===== config.mk =====
export PLATFORM = sky130hd
export DESIGN_NAME = key_debouncer
export DESIGN_NICKNAME = d
export VERILOG_FILES = /design/src/rtl/key_debouncer.sv
export SDC_FILE = /design/constraint.sdc
export NUM_CORES = 1
export LEC_CHECK = 0
export CAP_MARGIN = 20
export CORE_ASPECT_RATIO = 2
export CORE_UTILIZATION = 60
export DETAILED_ROUTE_END_ITERATION = 6
export PLACE_DENSITY = 0.73
export SETUP_SLACK_MARGIN = 0.15
export SYNTH_ARGS = -nofsm -noshare
export SYNTH_HDL_FRONTEND = slang
export SYNTH_SLANG_ARGS = --single-unit

===== constraint.sdc =====
create_clock -name CLOCK_50 -period 2.86 [get_ports CLOCK_50]
set_input_delay 0.572 -clock CLOCK_50 [delete_from_list [all_inputs] [get_ports CLOCK_50]]
set_output_delay 0.572 -clock CLOCK_50 [all_outputs]
set_load 0.05 [all_outputs]

===== src/rtl/key_debouncer.sv =====
// Pushbutton conditioner: 2-FF synchronizer, 4-state debounce FSM, press/release
// strobes, a toggle level and a one-shot long-press strobe, all registered.
module key_debouncer #(
  parameter int DEBOUNCE_CYCLES = 1000000,
  parameter int HOLD_CYCLES     = 50000000,
  parameter int CNT_W           = 29
) (
  input  logic CLOCK_50,
  input  logic reset,
  input  logic KEY,
  output logic pressed,
  output logic press_pulse,
  output logic release_pulse,
  output logic toggle,
  output logic long_press
);

  typedef enum logic [1:0] {
    IDLE,
    PRESS_WAIT,
    PRESSED,
    RELEASE_WAIT
  } state_e;

  // The sample that enters a WAIT state is the first stable one, so the window
  // closes when the count already holds DEBOUNCE_CYCLES-1 stable samples.
  localparam logic [CNT_W-1:0] CNT_ONE   = CNT_W'(1);
  localparam logic [CNT_W-1:0] DB_LAST   = CNT_W'(DEBOUNCE_CYCLES - 1);
  localparam logic [CNT_W-1:0] HOLD_LAST = CNT_W'(HOLD_CYCLES - 1);
  localparam logic [CNT_W-1:0] HOLD_SAT  = CNT_W'(HOLD_CYCLES);

  logic             sync1_q, sync2_q;
  state_e           state_q, state_d;
  logic [CNT_W-1:0] db_cnt_q, db_cnt_d;
  logic [CNT_W-1:0] hold_cnt_q, hold_cnt_d;
  logic             pressed_q, pressed_d;
  logic             press_pulse_q, press_pulse_d;
  logic             release_pulse_q, release_pulse_d;
  logic             toggle_q, toggle_d;
  logic             long_press_q, long_press_d;
  logic             k_s;

  assign k_s = sync2_q;

  // NOTE: every next-state signal gets a default before the case, so no path
  // can leave one unassigned and infer a latch.
  always_comb begin
    state_d         = state_q;
    db_cnt_d        = db_cnt_q;
    hold_cnt_d      = hold_cnt_q;
    pressed_d       = pressed_q;
    press_pulse_d   = 1'b0;
    release_pulse_d = 1'b0;
    toggle_d        = toggle_q;
    long_press_d    = 1'b0;

    if (pressed_q) begin
      if (hold_cnt_q < HOLD_LAST) begin
        hold_cnt_d = hold_cnt_q + CNT_ONE;
      end else if (hold_cnt_q == HOLD_LAST) begin
        hold_cnt_d   = HOLD_SAT;
        long_press_d = 1'b1;
      end
    end

    case (state_q)
      IDLE: begin
        if (!k_s) begin
          state_d  = PRESS_WAIT;
          db_cnt_d = CNT_ONE;
        end
      end
      PRESS_WAIT: begin
        if (k_s) begin
          state_d  = IDLE;
          db_cnt_d = '0;
        end else if (db_cnt_q >= DB_LAST) begin
          state_d       = PRESSED;
          db_cnt_d      = '0;
          pressed_d     = 1'b1;
          press_pulse_d = 1'b1;
          toggle_d      = ~toggle_q;
          hold_cnt_d    = '0;
        end else begin
          db_cnt_d = db_cnt_q + CNT_ONE;
        end
      end
      PRESSED: begin
        if (k_s) begin
          state_d  = RELEASE_WAIT;
          db_cnt_d = CNT_ONE;
        end
      end
      RELEASE_WAIT: begin
        if (!k_s) begin
          state_d  = PRESSED;
          db_cnt_d = '0;
        end else if (db_cnt_q >= DB_LAST) begin
          state_d         = IDLE;
          db_cnt_d        = '0;
          pressed_d       = 1'b0;
          release_pulse_d = 1'b1;
          hold_cnt_d      = '0;
        end else begin
          db_cnt_d = db_cnt_q + CNT_ONE;
        end
      end
      default: state_d = IDLE;
    endcase
  end

  // NOTE: sequential state uses non-blocking assignments so every flop samples
  // pre-edge values regardless of statement order.
  always_ff @(posedge CLOCK_50 or posedge reset) begin
    if (reset) begin
      sync1_q         <= 1'b1;
      sync2_q         <= 1'b1;
      state_q         <= IDLE;
      db_cnt_q        <= '0;
      hold_cnt_q      <= '0;
      pressed_q       <= 1'b0;
      press_pulse_q   <= 1'b0;
      release_pulse_q <= 1'b0;
      toggle_q        <= 1'b0;
      long_press_q    <= 1'b0;
    end else begin
      sync1_q         <= KEY;
      sync2_q         <= sync1_q;
      state_q         <= state_d;
      db_cnt_q        <= db_cnt_d;
      hold_cnt_q      <= hold_cnt_d;
      pressed_q       <= pressed_d;
      press_pulse_q   <= press_pulse_d;
      release_pulse_q <= release_pulse_d;
      toggle_q        <= toggle_d;
      long_press_q    <= long_press_d;
    end
  end

  assign pressed       = pressed_q;
  assign press_pulse   = press_pulse_q;
  assign release_pulse = release_pulse_q;
  assign toggle        = toggle_q;
  assign long_press    = long_press_q;

endmodule


==> out/qor.yml <==
run_status:
  status: "completed"
final_layout:
  mostFrequentLayoutCells: "65 x dfrtp_1, 37 x nand2_1, 33 x nor2_1"
  layout_commonest_cell: "dfrtp_1"
  finalNetCount: 379
  multi_input_area_um2: 1740
  layout-drive-gt1-share_pct: 10.8
  final-seq-area_um2: 1680
  syn2layout_area_growth_pct: 9.42
  fillers: 442
  final_core_util_pct: 68.5
  antenna_cells: 0
setup_path:
  timing.rr.start: "hold_cnt_q[11]"
  cp_slowest_cell: "nor3_4"
  path_cells: "nor3_1 -> nand2_1 -> o21a_1 -> nor3_4 -> o21ai_0 -> a311oi_1"
  worstPathRequired_ps: 3090
  crit_cells: 6
  endpoint: "hold_cnt_q[5]"
  critPathMaxStageDelay_ps: 630
  reg2reg_depth: 6
  cp_top_family: "simple AND/OR/NAND/NOR gates"
  crit_type: "reg2reg"
  rrSetupSlack_ps: 510
  worstSetupStartpointType: "flip-flop"
  startpoint: "hold_cnt_q[11]"
  end_kind: "flip-flop"
  cp.buffers_inverters: 0
  rr_endpoint: "hold_cnt_q[5]"
  path_max_fanout: 18
  crit_arrival_ps: 2580
cts:
  ctsHtreeMaxLevel: 3
  post-cts-setup-buffer-count: 0
  cts.path.max_buffers: 2
  insertion_delay_ps: 330
  post_cts_resized: 0
  cts_buffers: 9
  clkSlewWorstSetupHoldPaths_ps: 50
  cts_tree: "yes"
  cts_root_buffer: "clkbuf_16"
  clock-sinks: 67
  cts_hold_buf: 0
floorplanning:
  coreArea_um2: 5710
  die_w_um: 56.6
  initial_core_util_pct: 62.6
  die-height_um: 111
  ios: 8
  rows: 39
  die-area_um2: 6280
route:
  drc: 0
  wirelength_um: 7770
  wl_per_cell_um: 17.7
  drtIter0Drc: 152
  dr.pass1.iters: 4
  ant_nets: 0
  dr_total_vias: 2825
  vias_per_cell: 6.44
synthesis:
  synth_cell_type_count: 63
  ys_ff_latch: 67
  syn_area_um2: 3570
  ys_seq_area_share_pct: 47.0
  syn_area_per_cell_um2: 9.68
  synthCells: 369
  synth-main-ff-cell: "dfrtp_1"
  syn-num-nets: 374
  synth.top_cell.area_share_pct: 45.5
  ys_warn_count: 0
  synth_area_leaders: "dfrtp_1 46%, nand2_1 3.9%, and2_1 3.7%, nor2_1 3.5%, nand3_1 3.1%"
  synth_edf_count: 0
  synth_top_cell_by_area: "dfrtp_1"
  async_flop_share_pct: 100
timing:
  finalSetupViolations: 0
  fin_setup_tns_ps: 0
  rsz0062_at_grt: "false"
  fin_crit_sh_pct: 82.2
  fmax_mhz: 426
  slew_viol_final: 0
  worst_pin_slew_ps: 944
  period_minus_slack_ps: 2350
  fin_skew_ps: 6.06
  maxSlewHeadroom_pct: 37.1
  holdWs_ps: 362
  hold_viol_final: 0
placed_design:
  hpwl_um: 5620
  port-buffer-count: 7
  gp_congestion: 0.871
global_routing:
  track_usage_pct: 28.2
  grt_overflow: 0
  grt_max_degree: 38
  grt_pass1_wl_um: 13500
  first_global_vias: 2940
  antenna_found_initial: 0
pwr:
  ir_drop_mv: 0.644
  leakagePower_uw: 0.00172
  power_density_nw_per_um2: 552
flow_run:
  drv_cap: 0
worst_hold_path:
  hp-class: "reg2reg"
## per-layer routing
| metal | GRT usage [%] | wire [um] |
|---|---|---|
| met5 | 0 | 0 |
| met3 | 6.77 | 203 |
| met4 | 15.9 | 294 |
| met2 | 51.3 | 4430 |
| met1 | 27.9 | 2830 |
## worst reg2reg max path: stages, from the launching register on
cell,delay (ps)
dfrtp_1,430
nor3_1,200
nand2_1,150
o21a_1,340
nor3_4,630
o21ai_0,200
a311oi_1,290
## power breakdown
group / internal, uW / switching, uW
clock network: 715 / 367
registers: 972 / 24.7
logic: 27.4 / 51.9
total: 1710 / 444
## through the flow
stage	setup WS (ps)	area [um^2]	cells	power, uW
finish	510	3910	439	2160
global route	322	3910	439	2240
CTS	521	3910	439	2190
detailed placement	548	3610	424	1090
global placement	591	3610	424	1090
floorplan	608	3570	369	1070
## kinds of logic after synthesis
group,count (synthesis),share of synthesized area [%]
simple gates,184,29.1
buf+inv,22,4.31
xor+xnor,9,2.21
fa+ha+maj,2,0.700
compound gates,85,16.6
flops,67,47.0
## cell type report
type                    count  share of cell area [%]
clock inverters             2                   0.896
clock buffers              13                    6.66
flip-flops and latches     67                    43.0
repair buffers             11                    2.56
well taps                  61                    1.95
inverters                   5                   0.480
multi-input cells         280                    44.5
## synthesized netlist by cell type, drive strengths merged (2+ instances only)
cell type	count
or3	4
nand2b	6
ha	2
inv	5
nand4	13
xnor2	8
nor3	16
o21ai	13
a32oi	2
a21oi	21
clkbuf	6
o31ai	4
a311oi	4
and2	21
dfstp	2
dfrtp	65
o211a	3
a31oi	17
buf	11
a41oi	4
a22o	5
o21a	3
and3	9
nand3	24
nand2	38
nor2	33
nand4b	2
or4	5
or2	3
nor4	6
## registers in the layout, indices dropped and copies added, names as in the netlist, named ones only
name           cells
toggle             1
db_cnt_q          29
sync1_q            1
pressed            1
release_pulse      1
k_s                1
long_press         1
press_pulse        1
state_q            1
hold_cnt_q        29
## worst min path at each step
stage / start / end / slack [ps] / depth (start not counted)
2_1_floorplan: sync1_q / k_s / 350 / 0
3_3_place_gp: sync1_q / k_s / 350 / 0
3_5_place_dp: sync1_q / k_s / 360 / 0
4_1_cts: sync1_q / k_s / 360 / 0
5_1_grt: sync1_q / k_s / 360 / 0
6_report: sync1_q / k_s / 360 / 0
(Power assumes the default switching activity.)
